<file path="config.mk">
export PLATFORM = sky130hd
export DESIGN_NAME = compute_core_host_seq
export DESIGN_NICKNAME = d
export VERILOG_FILES = /design/src/rtl/compute_core_host_seq.sv
export SDC_FILE = /design/constraint.sdc
export NUM_CORES = 1
export LEC_CHECK = 0
export ABC_CLOCK_PERIOD_IN_PS = 5630
export CAP_MARGIN = 20
export CORE_AREA = 4 4 151 153
export CTS_CLUSTER_SIZE = 20
export DETAILED_ROUTE_END_ITERATION = 10
export DIE_AREA = 0 0 155 157
export DONT_BUFFER_PORTS = 1
export GPL_TIMING_DRIVEN = 0
export PLACE_DENSITY = 0.75
export SETUP_SLACK_MARGIN = 0.05
export SLEW_MARGIN = 20
export SYNTH_ARGS = -nofsm -noshare
export SYNTH_HDL_FRONTEND = slang
export SYNTH_SLANG_ARGS = --single-unit
</file>
<file path="constraint.sdc">
create_clock -name clk -period 5.63 [get_ports clk]
set_input_delay 1.126 -clock clk [delete_from_list [all_inputs] [get_ports clk]]
set_output_delay 1.126 -clock clk [all_outputs]
set_load 0.005 [all_outputs]
</file>
<file path="src/rtl/compute_core_host_seq.sv">
// compute_core_host_seq: host-side sequencer that loads core BRAM, issues one
// instruction, waits for completion and streams a result block back out.
module compute_core_host_seq #(
  parameter int DW = 64,
  parameter int AW = 10,
  parameter int TIMEOUT_CYC = 1048576,
  parameter int DELAY_BRAM = 1
) (
  input  logic          clk,
  input  logic          rst,
  input  logic          job_valid,
  output logic          job_ready,
  input  logic [4:0]    job_ins,
  input  logic [9:0]    job_op1,
  input  logic [9:0]    job_op2,
  input  logic [9:0]    job_op3,
  input  logic [9:0]    job_ld_base,
  input  logic [10:0]   job_ld_cnt,
  input  logic [9:0]    job_rd_base,
  input  logic [10:0]   job_rd_cnt,
  input  logic [DW-1:0] s_data,
  input  logic          s_valid,
  output logic          s_ready,
  output logic [DW-1:0] m_data,
  output logic          m_valid,
  input  logic          m_ready,
  output logic [AW-1:0] address_ext,
  output logic [DW-1:0] dina_ext,
  output logic          wea_ext,
  output logic [34:0]   command_in,
  output logic          command_we0,
  output logic          command_we1,
  input  logic [DW-1:0] doutb_ext,
  input  logic          done_ins_computation,
  output logic          busy,
  output logic          job_done,
  output logic          timeout_err
);
  localparam int TW = $clog2(TIMEOUT_CYC + 1);
  typedef enum logic [2:0] {IDLE, CFG_LD, LOAD, CMD, WAIT, CFG_RD, READ, DONE} state_t;
  state_t state_q, state_d;
  logic [4:0] ins_q;
  logic [9:0] op1_q, op2_q, op3_q, ld_base_q, rd_base_q;
  logic [10:0] ld_cnt_q, rd_cnt_q, i_q, i_d, j_q, j_d;
  logic [TW-1:0] wcnt_q, wcnt_d;
  logic terr_q, terr_d;
  logic [DW-1:0] mem_q [2];
  logic wp_q, rp_q, pend_q;
  logic [1:0] fcnt_q;
  logic accept, issue, push, pop;
  assign accept = job_valid & job_ready;
  assign pop = m_valid & m_ready;
  assign push = pend_q & (DELAY_BRAM == 1);
  // a word leaving this cycle frees its slot, which keeps reads at one per cycle
  assign issue = (state_q == READ) && (j_q != rd_cnt_q) &&
                 ({1'b0, fcnt_q} + {2'b0, pend_q} - {2'b0, pop} < 3'd2);
  always_comb begin
    state_d = state_q;
    i_d = i_q;
    j_d = j_q;
    wcnt_d = wcnt_q;
    terr_d = terr_q;
    case (state_q)
      IDLE: if (accept) begin
        state_d = CFG_LD;
        i_d = '0;
        j_d = '0;
        wcnt_d = '0;
        terr_d = 1'b0;
      end
      CFG_LD: state_d = (ld_cnt_q == 11'd0) ? CMD : LOAD;
      LOAD: if (s_valid) begin
        i_d = i_q + 11'd1;
        if (i_d == ld_cnt_q) state_d = CMD;
      end
      CMD: state_d = WAIT;
      // the first WAIT cycle ignores done, which may be stale from an earlier job
      WAIT: if (wcnt_q != '0 && done_ins_computation) state_d = CFG_RD;
      else begin
        wcnt_d = wcnt_q + 1'b1;
        if (wcnt_d == TW'(TIMEOUT_CYC)) begin
          terr_d = 1'b1;
          state_d = CFG_RD;
        end
      end
      CFG_RD: state_d = (terr_q || rd_cnt_q == 11'd0) ? DONE : READ;
      READ: begin
        j_d = j_q + 11'(issue);
        if (j_q == rd_cnt_q && !pend_q && fcnt_q == 2'd0) state_d = DONE;
      end
      DONE: state_d = IDLE;
    endcase
  end
  always_ff @(posedge clk or negedge rst) begin
    if (!rst) begin
      state_q <= IDLE;
      {ins_q, op1_q, op2_q, op3_q, ld_base_q, rd_base_q} <= '0;
      {ld_cnt_q, rd_cnt_q, i_q, j_q} <= '0;
      wcnt_q <= '0;
      terr_q <= 1'b0;
      mem_q[0] <= '0;
      mem_q[1] <= '0;
      {wp_q, rp_q, pend_q} <= '0;
      fcnt_q <= '0;
    end else begin
      state_q <= state_d;
      i_q <= i_d;
      j_q <= j_d;
      wcnt_q <= wcnt_d;
      terr_q <= terr_d;
      pend_q <= issue;
      if (accept) begin
        ins_q <= job_ins;
        op1_q <= job_op1;
        op2_q <= job_op2;
        op3_q <= job_op3;
        ld_base_q <= job_ld_base;
        rd_base_q <= job_rd_base;
        ld_cnt_q <= (job_ld_cnt > 11'd1024) ? 11'd1024 : job_ld_cnt;
        rd_cnt_q <= (job_rd_cnt > 11'd1024) ? 11'd1024 : job_rd_cnt;
      end
      if (push) begin
        mem_q[wp_q] <= doutb_ext;
        wp_q <= ~wp_q;
      end
      if (pop) rp_q <= ~rp_q;
      fcnt_q <= fcnt_q + 2'(push) - 2'(pop);
    end
  end
  assign job_ready = (state_q == IDLE) & rst;
  assign s_ready = state_q == LOAD;
  assign wea_ext = s_ready & s_valid;
  assign dina_ext = wea_ext ? s_data : '0;
  assign address_ext = (state_q == LOAD) ? AW'(i_q[9:0]) : (state_q == READ) ? AW'(j_q[9:0]) : '0;
  assign command_we0 = state_q inside {CFG_LD, CMD, CFG_RD};
  assign command_in = (state_q == CMD) ? {op3_q, op2_q, op1_q, ins_q} :
                      command_we0 ? {ld_base_q, 10'd0, rd_base_q, 5'd0} : '0;
  assign command_we1 = 1'b0;
  assign m_valid = fcnt_q != 2'd0;
  assign m_data = mem_q[rp_q];
  assign busy = state_q != IDLE;
  assign job_done = state_q == DONE;
  assign timeout_err = terr_q;
endmodule

</file>
# After elaboration in Yosys (flattened, before gate mapping)
# Index checks and enable logic that the tools add are counted.
word_totals:
  inputBits: 211
  output_inout_bits: 182
  reg_bits: 257
op_classes:
  n_reduce_logical: 24
  n_eq_ne: 18
  n_lt_le_gt_ge: 6
  bitwise_logic: 8
  n_addsub: 7
  n_mux: 33
op_table:
  columns: ["op", "count"]
  rows:
  - ["$mux 64", 5]
  - ["$bwmux 128", 1]
  - ["$mux 35", 2]
  - ["$demux 64 s1", 1]
  - ["$mux 11", 4]
  - ["$pmux 11 s2", 2]
  - ["$mux 21", 2]
  - ["$pmux 21 s2", 1]
  - ["$pmux 3 s8", 1]
  - ["$eq 11x11->1", 2]
  - ["$gt 11x11->1 const B", 2]
  - ["$logic_not 11->1", 2]
  - ["$add 21x1->21 const B", 1]
  - ["$eq 21x21->1 const B", 1]
  - ["$reduce_bool 21->1", 1]
  - ["$mux 10", 2]
  - ["$mux 3", 6]
  - ["$eq 3x3->1 const B", 4]
  - ["$add 11x1->11", 1]
  - ["$add 11x1->11 const B", 1]
  - ["$ne 11x11->1", 1]
  - ["$ne 2x2->1 const B", 4]
  - ["$reduce_bool 2->1", 4]
  - ["$eq 3x2->1 const B", 2]
  - ["25 further kinds", 43]

# Depth between registers and ports, before layout
logic_depth:
  ltp_word: 7
  mapped_depth: 16

# Least setup slack after synthesis
# OpenSTA, ideal clock, no wires.
synth_timing:
  kind: "input port to flip-flop"
  start: "input port m_ready"
  end: "register j_q[8]"
  t_required_ps: 5502
  cell_stages: 15
  path_slack_ps: 1938
  arrival_ps: 3564
  setup_time_ps: 128
  cell_sequence: "and2_1 > ha_1 > inv_1 > ha_1 > inv_1 > fa_1 > inv_1 > nor4_1 > ha_1 > ha_1 > nand2_1 > nor3_1 > nand4_1 > nand3_1 > o21ai_0"
synth_between:
  elab_chain_cells: 6
synth_lines:
  columns: ["item", "line", "text"]
  rows:
  - ["from (decl)", "26", "input logic m_ready,"]
  - ["$and 1x1->1", "52", "assign pop = m_valid & m_ready;"]
  - ["$sub 3x1->3", "56", "({1'b0, fcnt_q} + {2'b0, pend_q} - {2'b0, pop} < 3'd2);"]
  - ["$lt 3x2->1", "56", null]
  - ["$logic_and 1x1->1", "55", "assign issue = (state_q == READ) && (j_q != rd_cnt_q) &&"]
  - ["via issue", "50", "logic accept, issue, push, pop;"]
  - ["$add 11x1->11", "88", "j_d = j_q + 11'(issue);"]
  - ["$pmux 11 s2", "63", "case (state_q)"]
  - ["to (signal assigned)", "108", "j_q <= j_d;"]
  - ["to (decl)", "44", "logic [10:0] ld_cnt_q, rd_cnt_q, i_q, i_d, j_q, j_d;"]
# The timed path passes the listed nets, and every way through them passes these cells.
# A chain may end at the register's enable or synchronous reset.

# Worst setup path after layout
layout_timing:
  start: "register state_q[0]"
  end: "output port dina_ext[33]"
layout_between:
  elab_chain_cells: 3
layout_lines:
  columns: ["item", "line", "text"]
  rows:
  - ["from (decl)", "41", "state_t state_q, state_d;"]
  - ["from (signal assigned)", "106", "state_q <= state_d;"]
  - ["$eq 3x2->1", "131", "assign s_ready = state_q == LOAD;"]
  - ["$and 1x1->1", "132", "assign wea_ext = s_ready & s_valid;"]
  - ["$mux 64", "133", "assign dina_ext = wea_ext ? s_data : '0;"]
  - ["to (decl)", "28", "output logic [DW-1:0] dina_ext,"]
# Every way passes these cells.

==> impl_metrics.yaml <==
sta:
  min_period_ns: 4.22
  slew_headroom_pct: 52.6
  tightest_slew_ns: 0.711
  hold_viol: 0
  rsz0062_at_grt: "false"
  whs_ns: 0.304
  setup_violations: 0
  maxSlewViolCount: 0
  fmax_mhz: 237
  tns_ns: 0
  fin_worst_skew_ns: 0.00553
  period_share_pct: 74.9
worst_setup_path:
  r2r_slack_ns: 1.86
  cp-end-kind: "output port"
  crit_family: "buffers and inverters"
  crit_buf_inv: 4
  timing.rr.end: "j_q[10]"
  slowest_stage: "clkbuf_1"
  arrival_ns: 3.09
  crit_chain: "inv_1, ha_1, nand2b_1, inv_1, clkbuf_1, clkbuf_1, and3_1"
  crit_type: "reg2out"
  crit_fanout: 10
  slowest_delay_ns: 0.45
  r2r_cells: 16
  cp-start-kind: "flop"
  r2r_start: "fcnt_q[1]"
  cp.required_ns: 4.50
floorplanning:
  core_mm2: 0.0216
  initial_core_util_pct: 60.3
  die_h_um: 157
  die-area_mm2: 0.0243
  die_x_um: 155
  rows: 54
  ioPinCount: 393
cells_and_area:
  drive_above_1_share_pct: 26.0
  layout.nets: 1410
  fin_cells: 1488
  area_growth_syn_to_layout_pct: 9.10
  final_area_mm2: 0.0142
place:
  dp_cells: 1437
  gp_congestion: 0.855
  postPlaceCellArea_mm2: 0.0134
  dp_hpwl_mm: 23.0
  numPortBuffers: 0
routing:
  viasPerCell: 6.13
  drtPass1Iterations: 7
  wl_mm: 31.9
  post_drt_wl_per_cell_um: 21.4
  vias: 9121
  drt-initial-drc-count: 563
  post-route-drc-count: 0
  drtAntennaViolNets: 0
synthesis:
  yosys_register_bits: 257
  synth_edf_count: 0
  synth_cells: 1157
  syn_area_per_cell_um2: 11.2
  synth_ff_type: "dfrtp_1"
  synth_fp_nets: 1381
  yosys_warnings: 0
  synth.cell_area_mm2: 0.0130
  synth.distinct_cells: 52
  async_flop_share_pct: 100
  yosysSeqAreaShare_pct: 49.5
clock_tree:
  cts.repair.resized: 0
  cts_tree: "done"
  cts_hold_buf: 0
  numCtsBuffers: 27
  clk_pin_slew_ns: 0.06
  cts.sinks: 257
  cts_buffer_depth: 3
  clk_latency_ns: 0.52
  root_buffer: "clkbuf_16"
  htreeDepth: 1
  postCtsSetupRepairBufs: 0
grt:
  grt_remaining_overflow: 0
  grt_start_max_net_pins: 261
  antenna_found_initial: 1
  grt_pass1_wl_mm: 49.2
  grt_pass1_vias: 9129
  grt_use_total_pct: 24.9
pwr:
  power.leakage_uw: 0.00617
  power.density_mw_per_mm2: 497
  power.total_uw: 7050
  vdd_ir_drop_max_mv: 0.349
worst_hold_path:
  hold_class: "in2async"
status:
  run_status: "completed"
job:
  drv_cap: 0
## cell usage after synthesis, types with 2 or more instances
cell | number | share of area, %
mux2_2 | 250 | 22
mux2i_1 | 14 | 1.1
xnor2_1 | 23 | 1.5
or3_1 | 4 | 0.19
buf_1 | 2 | 0.058
or2_2 | 4 | 0.19
o211ai_1 | 2 | 0.12
nor2b_1 | 17 | 0.82
buf_2 | 8 | 0.31
o41ai_1 | 5 | 0.34
a31oi_1 | 5 | 0.24
a21oi_1 | 15 | 0.58
o32a_1 | 2 | 0.15
ha_1 | 12 | 1.2
and2_1 | 24 | 1.2
o31ai_1 | 13 | 0.75
nor2_1 | 34 | 0.98
a22o_1 | 9 | 0.61
nand3_1 | 30 | 1.2
o21ai_0 | 89 | 3.4
inv_1 | 13 | 0.38
nand2b_1 | 16 | 0.77
nand2_1 | 94 | 2.7
xor2_1 | 11 | 0.74
nand4_1 | 11 | 0.53
and3_1 | 71 | 3.4
nor4_4 | 2 | 0.33
nor3_1 | 8 | 0.31
or4_1 | 3 | 0.17
nor4_1 | 18 | 0.87
or3b_2 | 2 | 0.13
clkbuf_1 | 70 | 2.0
dfrtp_1 | 257 | 49
## per-layer routing
layer | part of all wire (%) | global-route usage [%]
met5 | 0 | 0
met4 | 1.9 | 5.85
met3 | 8.5 | 6.82
met2 | 47 | 40.0
met1 | 43 | 34.0
## power breakdown
part	internal, uW	leakage (uW)	switching, uW
Combinational	1200	0.00261	1190
Sequential	2580	0.00316	432
Clock	959	0.000409	694
## stage by stage
step	util, %	worst slack [ns]
2_1_floorplan	-	1.94
3_3_place_gp	61.9	1.62
3_5_place_dp	61.9	1.61
4_1_cts	65.8	1.48
5_1_grt	65.8	1.22
6_report	65.8	1.41
## registers in the layout, indices dropped and copies added (netlist names), 2 cells and up
name and cells:
op2_q 10, ld_base_q 10, ld_cnt_q 11, rd_cnt_q 11, i_q 11, ins_q 5, j_q 11, mem_q 128
state_q 3, op3_q 10, op1_q 10, rd_base_q 10, fcnt_q 2, wcnt_q 21
## worst max-delay path by stage
| stage | start | cells after the start | slack (ns) | to |
|---|---|---|---|---|
| after floorplan | m_ready | 15 | 1.94 | j_q[8] |
| after global placement | m_ready | 15 | 1.62 | j_q[10] |
| after detailed placement | m_ready | 15 | 1.61 | j_q[10] |
| after CTS | state_q[0] | 7 | 1.48 | dina_ext[33] |
| after global routing | state_q[0] | 7 | 1.22 | dina_ext[33] |
| final | state_q[0] | 7 | 1.41 | dina_ext[33] |
## area by class of cell
| cell class | count | area, um^2 |
|---|---|---|
| plain buffers | 81 | 318 |
| inverters | 13 | 48.8 |
| diodes | 3 | 7.51 |
| flip-flops and latches | 257 | 6430 |
| clock inverters | 7 | 37.5 |
| fillers | 1657 | 7370 |
| well taps | 280 | 350 |
| clock buffers | 41 | 788 |
| multi-input cells | 806 | 6200 |
## kinds of logic after synthesis
logic type                 share of synthesized area (%)
buffers and inverters                               2.82
DFF                                                 49.5
adders and majority gates                           1.31
and+or+nand+nor                                     14.5
muxes                                               22.8
xor gates and xnor gates                            2.29
AOI/OAI and AO/OA                                   6.77
other                                             0.0288
## placed cells by master (no fill, tap or decap), types with 15 or more instances in the layout
master	netlist	routed
nand2b_1	16	16
and3_1	71	71
nor2_1	34	34
nand3_1	30	30
dfrtp_1	257	257
nor4_1	18	18
nand2_1	94	94
clkbuf_16	0	27
xnor2_1	23	23
o21ai_0	89	89
nor2b_1	17	17
and2_1	24	24
clkbuf_1	70	78
a21oi_1	15	15
mux2_2	250	250
Power figures use the tool's default switching activity.
